`config.mk`:
```
export PLATFORM = sky130hd
export DESIGN_NAME = regfile_writeback
export DESIGN_NICKNAME = d
export VERILOG_FILES = /design/src/rtl/nbbpu_pkg.sv /design/src/rtl/wb_scoreboard.sv /design/src/rtl/regfile_writeback.sv
export SDC_FILE = /design/constraint.sdc
export NUM_CORES = 1
export LEC_CHECK = 0
export ABC_AREA = 1
export CAP_MARGIN = 20
export CORE_MARGIN = 8
export CORE_UTILIZATION = 41
export CTS_CLUSTER_DIAMETER = 100
export DETAILED_ROUTE_END_ITERATION = 6
export PLACE_DENSITY = 0.71
export SYNTH_ARGS = -nofsm -noshare
export SYNTH_HDL_FRONTEND = slang
export SYNTH_SLANG_ARGS = --single-unit
```
`constraint.sdc`:
```
create_clock -name clock -period 2.7 [get_ports clock]
set_clock_uncertainty 0.15 [all_clocks]
set_input_delay 0.54 -clock clock [delete_from_list [all_inputs] [get_ports clock]]
set_output_delay 0.54 -clock clock [all_outputs]
set_load 0.01 [all_outputs]
```
`src/rtl/nbbpu_pkg.sv`:
```
// rtl/nbbpu_pkg.sv - shared register-file sizes, lane encodings and write-request type
package nbbpu_pkg;

    localparam int NUM_REGS   = 16;
    localparam int ADDR_WIDTH = 4;
    localparam int DATA_WIDTH = 16;

    // {upper, lower} byte-enable encodings
    localparam logic [1:0] LANES_NONE  = 2'b00;
    localparam logic [1:0] LANES_LOWER = 2'b01;
    localparam logic [1:0] LANES_UPPER = 2'b10;
    localparam logic [1:0] LANES_FULL  = 2'b11;

    typedef struct packed {
        logic [ADDR_WIDTH-1:0] addr;
        logic [DATA_WIDTH-1:0] data;
        logic [1:0]            lanes;
    } wb_req_t;

    // Producers deliver lane-positioned data; the regfile expects a lone
    // byte in [7:0], so an upper-only write is shifted down.
    function automatic logic [DATA_WIDTH-1:0] align_lanes(
        input logic [DATA_WIDTH-1:0] data,
        input logic [1:0]            lanes
    );
        case (lanes)
            LANES_FULL:  align_lanes = data;
            LANES_LOWER: align_lanes = {{(DATA_WIDTH/2){1'b0}}, data[DATA_WIDTH/2-1:0]};
            LANES_UPPER: align_lanes = {{(DATA_WIDTH/2){1'b0}}, data[DATA_WIDTH-1:DATA_WIDTH/2]};
            LANES_NONE:  align_lanes = data;  // nothing is written; value is don't-care
        endcase
    endfunction

endpackage

```
`src/rtl/wb_scoreboard.sv`:
```
// rtl/wb_scoreboard.sv - per-register pending-write scoreboard with overlap detection
// Ports:
//   clock, reset_n                  clock and async active-low reset
//   reserve_valid, reserve_addr     decode reserves a destination (addr 0 ignored)
//   clear_valid, clear_addr         output stage retires a write this edge
//   query_addr_1/2, pending_1/2     source lookups (addr 0 never pending)
//   overlap_error                   sticky: reserve of a still-pending register
module wb_scoreboard
    import nbbpu_pkg::*;
(
    input  logic                  clock,
    input  logic                  reset_n,
    input  logic                  reserve_valid,
    input  logic [ADDR_WIDTH-1:0] reserve_addr,
    input  logic                  clear_valid,
    input  logic [ADDR_WIDTH-1:0] clear_addr,
    input  logic [ADDR_WIDTH-1:0] query_addr_1,
    input  logic [ADDR_WIDTH-1:0] query_addr_2,
    output logic                  pending_1,
    output logic                  pending_2,
    output logic                  overlap_error
);

    logic [NUM_REGS-1:0] pending;
    logic [NUM_REGS-1:0] pending_next;
    logic                reserve_live;
    logic                clear_same;

    always_comb begin
        reserve_live = reserve_valid && (reserve_addr != '0);
        clear_same   = clear_valid && (clear_addr == reserve_addr);
    end

    // Clear first, then set, so a reserve on the retiring edge keeps the bit.
    always_comb begin
        pending_next = pending;
        if (clear_valid) begin
            pending_next[clear_addr] = 1'b0;
        end
        if (reserve_live) begin
            pending_next[reserve_addr] = 1'b1;
        end
    end

    always_ff @(posedge clock or negedge reset_n) begin
        if (!reset_n) begin
            pending       <= '0;
            overlap_error <= 1'b0;
        end else begin
            pending <= pending_next;
            // A register being retired on this very edge is not an overlap.
            if (reserve_live && pending[reserve_addr] && !clear_same) begin
                overlap_error <= 1'b1;
            end
        end
    end

    assign pending_1 = (query_addr_1 != '0) && pending[query_addr_1];
    assign pending_2 = (query_addr_2 != '0) && pending[query_addr_2];

endmodule

```
`src/rtl/regfile_writeback.sv`:
```
// rtl/regfile_writeback.sv - NBBPU regfile write-side arbiter, lane aligner and scoreboard
// Optional feature macro: NBBPU_WB_BYPASS_EN (adds bypass_hit_n / bypass_data_n outputs)
// Ports:
//   clock, reset_n                          clock and async active-low reset
//   alu_valid/ready/addr/data/lanes         ALU result write (stalls behind mem)
//   mem_valid/addr/data/lanes               load return write (never stalls)
//   reserve_valid, reserve_addr             decode destination reservation
//   query_addr_n, query_busy_n              decode source hazard lookup
//   write_lower/upper_enable, address_write, write_data   registered regfile port
//   overlap_error, commit_count             sticky error and saturating commit count
module regfile_writeback
    import nbbpu_pkg::*;
(
    input  logic                  clock,
    input  logic                  reset_n,
    input  logic                  alu_valid,
    output logic                  alu_ready,
    input  logic [ADDR_WIDTH-1:0] alu_addr,
    input  logic [DATA_WIDTH-1:0] alu_data,
    input  logic [1:0]            alu_lanes,
    input  logic                  mem_valid,
    input  logic [ADDR_WIDTH-1:0] mem_addr,
    input  logic [DATA_WIDTH-1:0] mem_data,
    input  logic [1:0]            mem_lanes,
    input  logic                  reserve_valid,
    input  logic [ADDR_WIDTH-1:0] reserve_addr,
    input  logic [ADDR_WIDTH-1:0] query_addr_1,
    input  logic [ADDR_WIDTH-1:0] query_addr_2,
    output logic                  query_busy_1,
    output logic                  query_busy_2,
    output logic                  write_lower_enable,
    output logic                  write_upper_enable,
    output logic [ADDR_WIDTH-1:0] address_write,
    output logic [DATA_WIDTH-1:0] write_data,
    output logic                  overlap_error,
    output logic [15:0]           commit_count
`ifdef NBBPU_WB_BYPASS_EN
    ,
    output logic                  bypass_hit_1,
    output logic                  bypass_hit_2,
    output logic [DATA_WIDTH-1:0] bypass_data_1,
    output logic [DATA_WIDTH-1:0] bypass_data_2
`endif
);

    wb_req_t acc_req;
    logic    acc_valid;
    logic    out_valid;
    logic    pending_1;
    logic    pending_2;

    // Load returns cannot be back-pressured, so mem always wins.
    assign alu_ready = !mem_valid;

    always_comb begin
        acc_valid = mem_valid || alu_valid;
        if (mem_valid) begin
            acc_req = '{addr: mem_addr, data: mem_data, lanes: mem_lanes};
        end else begin
            acc_req = '{addr: alu_addr, data: alu_data, lanes: alu_lanes};
        end
    end

    // Output stage: loaded every cycle, valid only when something was
    // accepted. Address and data hold when idle; enables drop. The commit
    // counter advances as the write enters this stage so it is visible
    // alongside the enables.
    always_ff @(posedge clock or negedge reset_n) begin
        if (!reset_n) begin
            out_valid          <= 1'b0;
            write_lower_enable <= 1'b0;
            write_upper_enable <= 1'b0;
            address_write      <= '0;
            write_data         <= '0;
            commit_count       <= '0;
        end else begin
            out_valid <= acc_valid;
            if (acc_valid) begin
                address_write      <= acc_req.addr;
                write_data         <= align_lanes(acc_req.data, acc_req.lanes);
                // Register 0 is hardwired: the write retires but never lands.
                write_lower_enable <= acc_req.lanes[0] && (acc_req.addr != '0);
                write_upper_enable <= acc_req.lanes[1] && (acc_req.addr != '0);
                if (commit_count != 16'hFFFF) begin
                    commit_count <= commit_count + 16'd1;
                end
            end else begin
                write_lower_enable <= 1'b0;
                write_upper_enable <= 1'b0;
            end
        end
    end

    wb_scoreboard u_scoreboard (
        .clock         (clock),
        .reset_n       (reset_n),
        .reserve_valid (reserve_valid),
        .reserve_addr  (reserve_addr),
        .clear_valid   (out_valid),
        .clear_addr    (address_write),
        .query_addr_1  (query_addr_1),
        .query_addr_2  (query_addr_2),
        .pending_1     (pending_1),
        .pending_2     (pending_2),
        .overlap_error (overlap_error)
    );

`ifdef NBBPU_WB_BYPASS_EN
    logic hit_1;
    logic hit_2;

    // Only a full-width write can be forwarded; partial writes still stall.
    assign hit_1 = out_valid && write_lower_enable && write_upper_enable
                   && (address_write == query_addr_1) && (address_write != '0);
    assign hit_2 = out_valid && write_lower_enable && write_upper_enable
                   && (address_write == query_addr_2) && (address_write != '0);

    assign bypass_hit_1  = hit_1;
    assign bypass_hit_2  = hit_2;
    assign bypass_data_1 = write_data;
    assign bypass_data_2 = write_data;
    assign query_busy_1  = pending_1 && !hit_1;
    assign query_busy_2  = pending_2 && !hit_2;
`else
    assign query_busy_1  = pending_1;
    assign query_busy_2  = pending_2;
`endif

endmodule

```
==> qor.csv <==
metric,value,unit
fin_total_pwr,0.00263,W
worstPathBufferInverterCount,3,
synthCells,473,
ys_warn_count,0,
switching_share,35.6,%
syn_avg_cell_area,7.25,sq um
fmax,0.386,GHz
synth_seq_area_share,40.8,%
final_antenna_net_count,0,
grt_pass1_vias,3448,
cts-htree-levels,2,
synth_top_area_share,40.8,%
yosysUniqueCellTypes,34,
yosysTopAreaCell,dfrtp_1,
grt_first_pass_wirelength,16.2,mm
start_util,42.0,%
period_share,96.0,%
wire_per_inst,13.9,microns
fin_ws,0.109,ns
cp_cell_sequence,"clkdlybuf4s50_1, buf_4, a21oi_1, o21ai_0, nand3_1, nand3_1, nand2_1, dlygate4sd2_1",
finalWirelength,9.57,mm
rsz0062_at_grt,no,
hold_ws,0.113,ns
finalHoldViolations,0,
clk_latency,0.30,ns
hold_class,primary input to async pin,
dieArea,0.0116,sq mm
port_buffers,102,
power_frac_clock,17.9,%
power_density,558,mW/mm^2
synth.top_cells.by_count,"nand2_1 (130), inv_1 (65), dfrtp_1 (56), o21ai_0 (48), nor2_1 (28)",
p_comb_share,35.8,%
cts.sinks,56,
preCtsSetupSlack,-0.132,ns
synth.most_common_cell,nand2_1,
die-height,107,microns
gp_congestion,0.905,
pwr-share-seq,46.3,%
dp.final_hpwl,7.74,mm
critical_path.top_delay_family,buffers and inverters,
maxSlewHeadroom,54.1,%
io_pins,103,
numCtsBuffers,5,
finalCriticalPeriod,2.59,ns
slowest_stage,clkdlybuf4s50_1,
setup_viol,0,
p_sw,0.000936,W
fin_cells,686,
netlist_area,0.00343,sq mm
cap_viol_max_count,0,
async_flop_share,100,%
antenna_cells,0,
vias_per_cell,5.00,
rrSetupSlack,0.83,ns
tightest_slew,0.689,ns
arrival,1.90,ns
cp.required,2.01,ns
synth_edf_count,0,
vdd_ir_drop_max,0.266,mV
path_max_fanout,15,
syn_nets,537,
overflow,0,
antenna_found_initial,0,
layout-drive-gt1-share,7.75,%
grt_max_degree,31,
cts_root_buffer,clkbuf_8,
cpMostUsedCell,nand3_1,
slew_violations,0,
nNetsFinal,644,
grt_usage,16.9,%
cts_tree,yes,
p_int,0.00169,W
critPathLaunchType,primary input,
core,0.00818,sq mm
syn_to_final_growth,37.3,%
path_class,primary input to primary output,
first_iter_violations,106,
placedCellCount,678,
via_count,3431,
rows,33,
ys_ff_latch,56,
status,completed,
synth.area.top_cells,"dfrtp_1 (41%), nand2_1 (14%), inv_1 (7.1%)",
cts_buffer_depth,2,
cts.clk_slew.worst_paths,0.10,ns
route.detailed.drc,0,
p_leak,2.15,nW
slowest_delay,0.46,ns
cp-end-kind,primary output,
firstDrtPassIters,4,
synthFlopType,dfrtp_1,
die_w,107,microns
-- path summary, 6_finish.rpt --
path / startpoint / cells past startpoint / end
worst max-delay path: query_addr_2[0] / 8 / query_busy_2
worst min-delay path: reset_n / 1 / write_data[12]$_DFFE_PN0P_
worst max register to register: commit_count[0]$_DFFE_PN0P_ / 8 / commit_count[9]$_DFFE_PN0P_
worst min register to register: u_scoreboard.overlap_error$_DFFE_PN0P_ / 2 / u_scoreboard.overlap_error$_DFFE_PN0P_
max in group asynchronous: reset_n / 2 / address_write[2]$_DFFE_PN0P_
min in group clock: u_scoreboard.overlap_error$_DFFE_PN0P_ / 2 / u_scoreboard.overlap_error$_DFFE_PN0P_
-- power by group through the flow --
stage               registers (W)  logic, W  clock network [W]
floorplan                 0.00121  0.000471                  0
global placement          0.00123  0.000930                  0
detailed placement        0.00123  0.000955                  0
CTS                       0.00122  0.000953           0.000490
global route              0.00125   0.00106           0.000517
finish                    0.00122  0.000941           0.000470
-- logic make-up (layout without fill, tap and decap cells) --
kind of cell / after synthesis / in the layout / synth area share (%)
AO/OA/AOI/OAI: 104 / 104 / 17.8
AND/OR/NAND/NOR: 213 / 213 / 27.2
flip-flops: 56 / 56 / 40.8
buffers and inverters: 85 / 193 / 9.96
XOR/XNOR: 12 / 12 / 3.06
adder cells (fa/ha/maj): 3 / 3 / 1.09
-- placed cells by master (no fill, tap or decap), types with 12 or more instances in the layout --
| cell | synthesis | final |
|---|---|---|
| a31oi_1 | 12 | 12 |
| buf_4 | 0 | 15 |
| clkdlybuf4s50_1 | 0 | 98 |
| dfrtp_1 | 56 | 56 |
| inv_1 | 65 | 65 |
| nand2_1 | 130 | 130 |
| nand3_1 | 25 | 25 |
| nor2_1 | 28 | 28 |
| o211ai_1 | 16 | 16 |
| o21ai_0 | 48 | 48 |
-- routing by layer --
metal,routed length (microns),vias up,GRT usage (%)
met5,0,-,0
met4,91,0,3.47
met3,948,10,6.71
met2,4430,110,27.8
met1,4100,1559,20.4
li1,-,1752,-
-- sequential cells by signal, indices dropped and copies added, names as in the netlist --
name / flops
commit_count: 16
u_scoreboard.pending: 16
address_write: 4
out_valid: 1
write_upper_enable: 1
write_data: 16
u_scoreboard.overlap_error: 1
write_lower_enable: 1
-- layout make-up --
class | instances | area [sq um]
Timing Repair Buffer | 118 | 1140
Multi-Input combinational cell | 332 | 1690
Fill cell | 774 | 3460
Clock buffer | 7 | 86.3
Tap cell | 105 | 131
Clock inverter | 1 | 7.51
Sequential cell | 56 | 1400
Inverter | 67 | 251
-- stage by stage --
step	utilization [%]	setup TNS [ns]	area [sq um]
after floorplan	-	0	3430
after global placement	56.5	-0.124	4620
after detailed placement	56.5	-0.425	4620
after CTS	57.6	0	4710
after global routing	57.6	0	4710
final	57.6	0	4710
-- what timing repair did --
| action | 4_1_cts | 5_1_grt |
|---|---|---|
| endpoints found under the setup margin | 2 | 0 |
| resized for setup | 3 | 0 |
| buffers inserted | 0 | 0 |
| hold buffers | 0 | 0 |
Note: power is estimated with default switching activity, not from simulation.
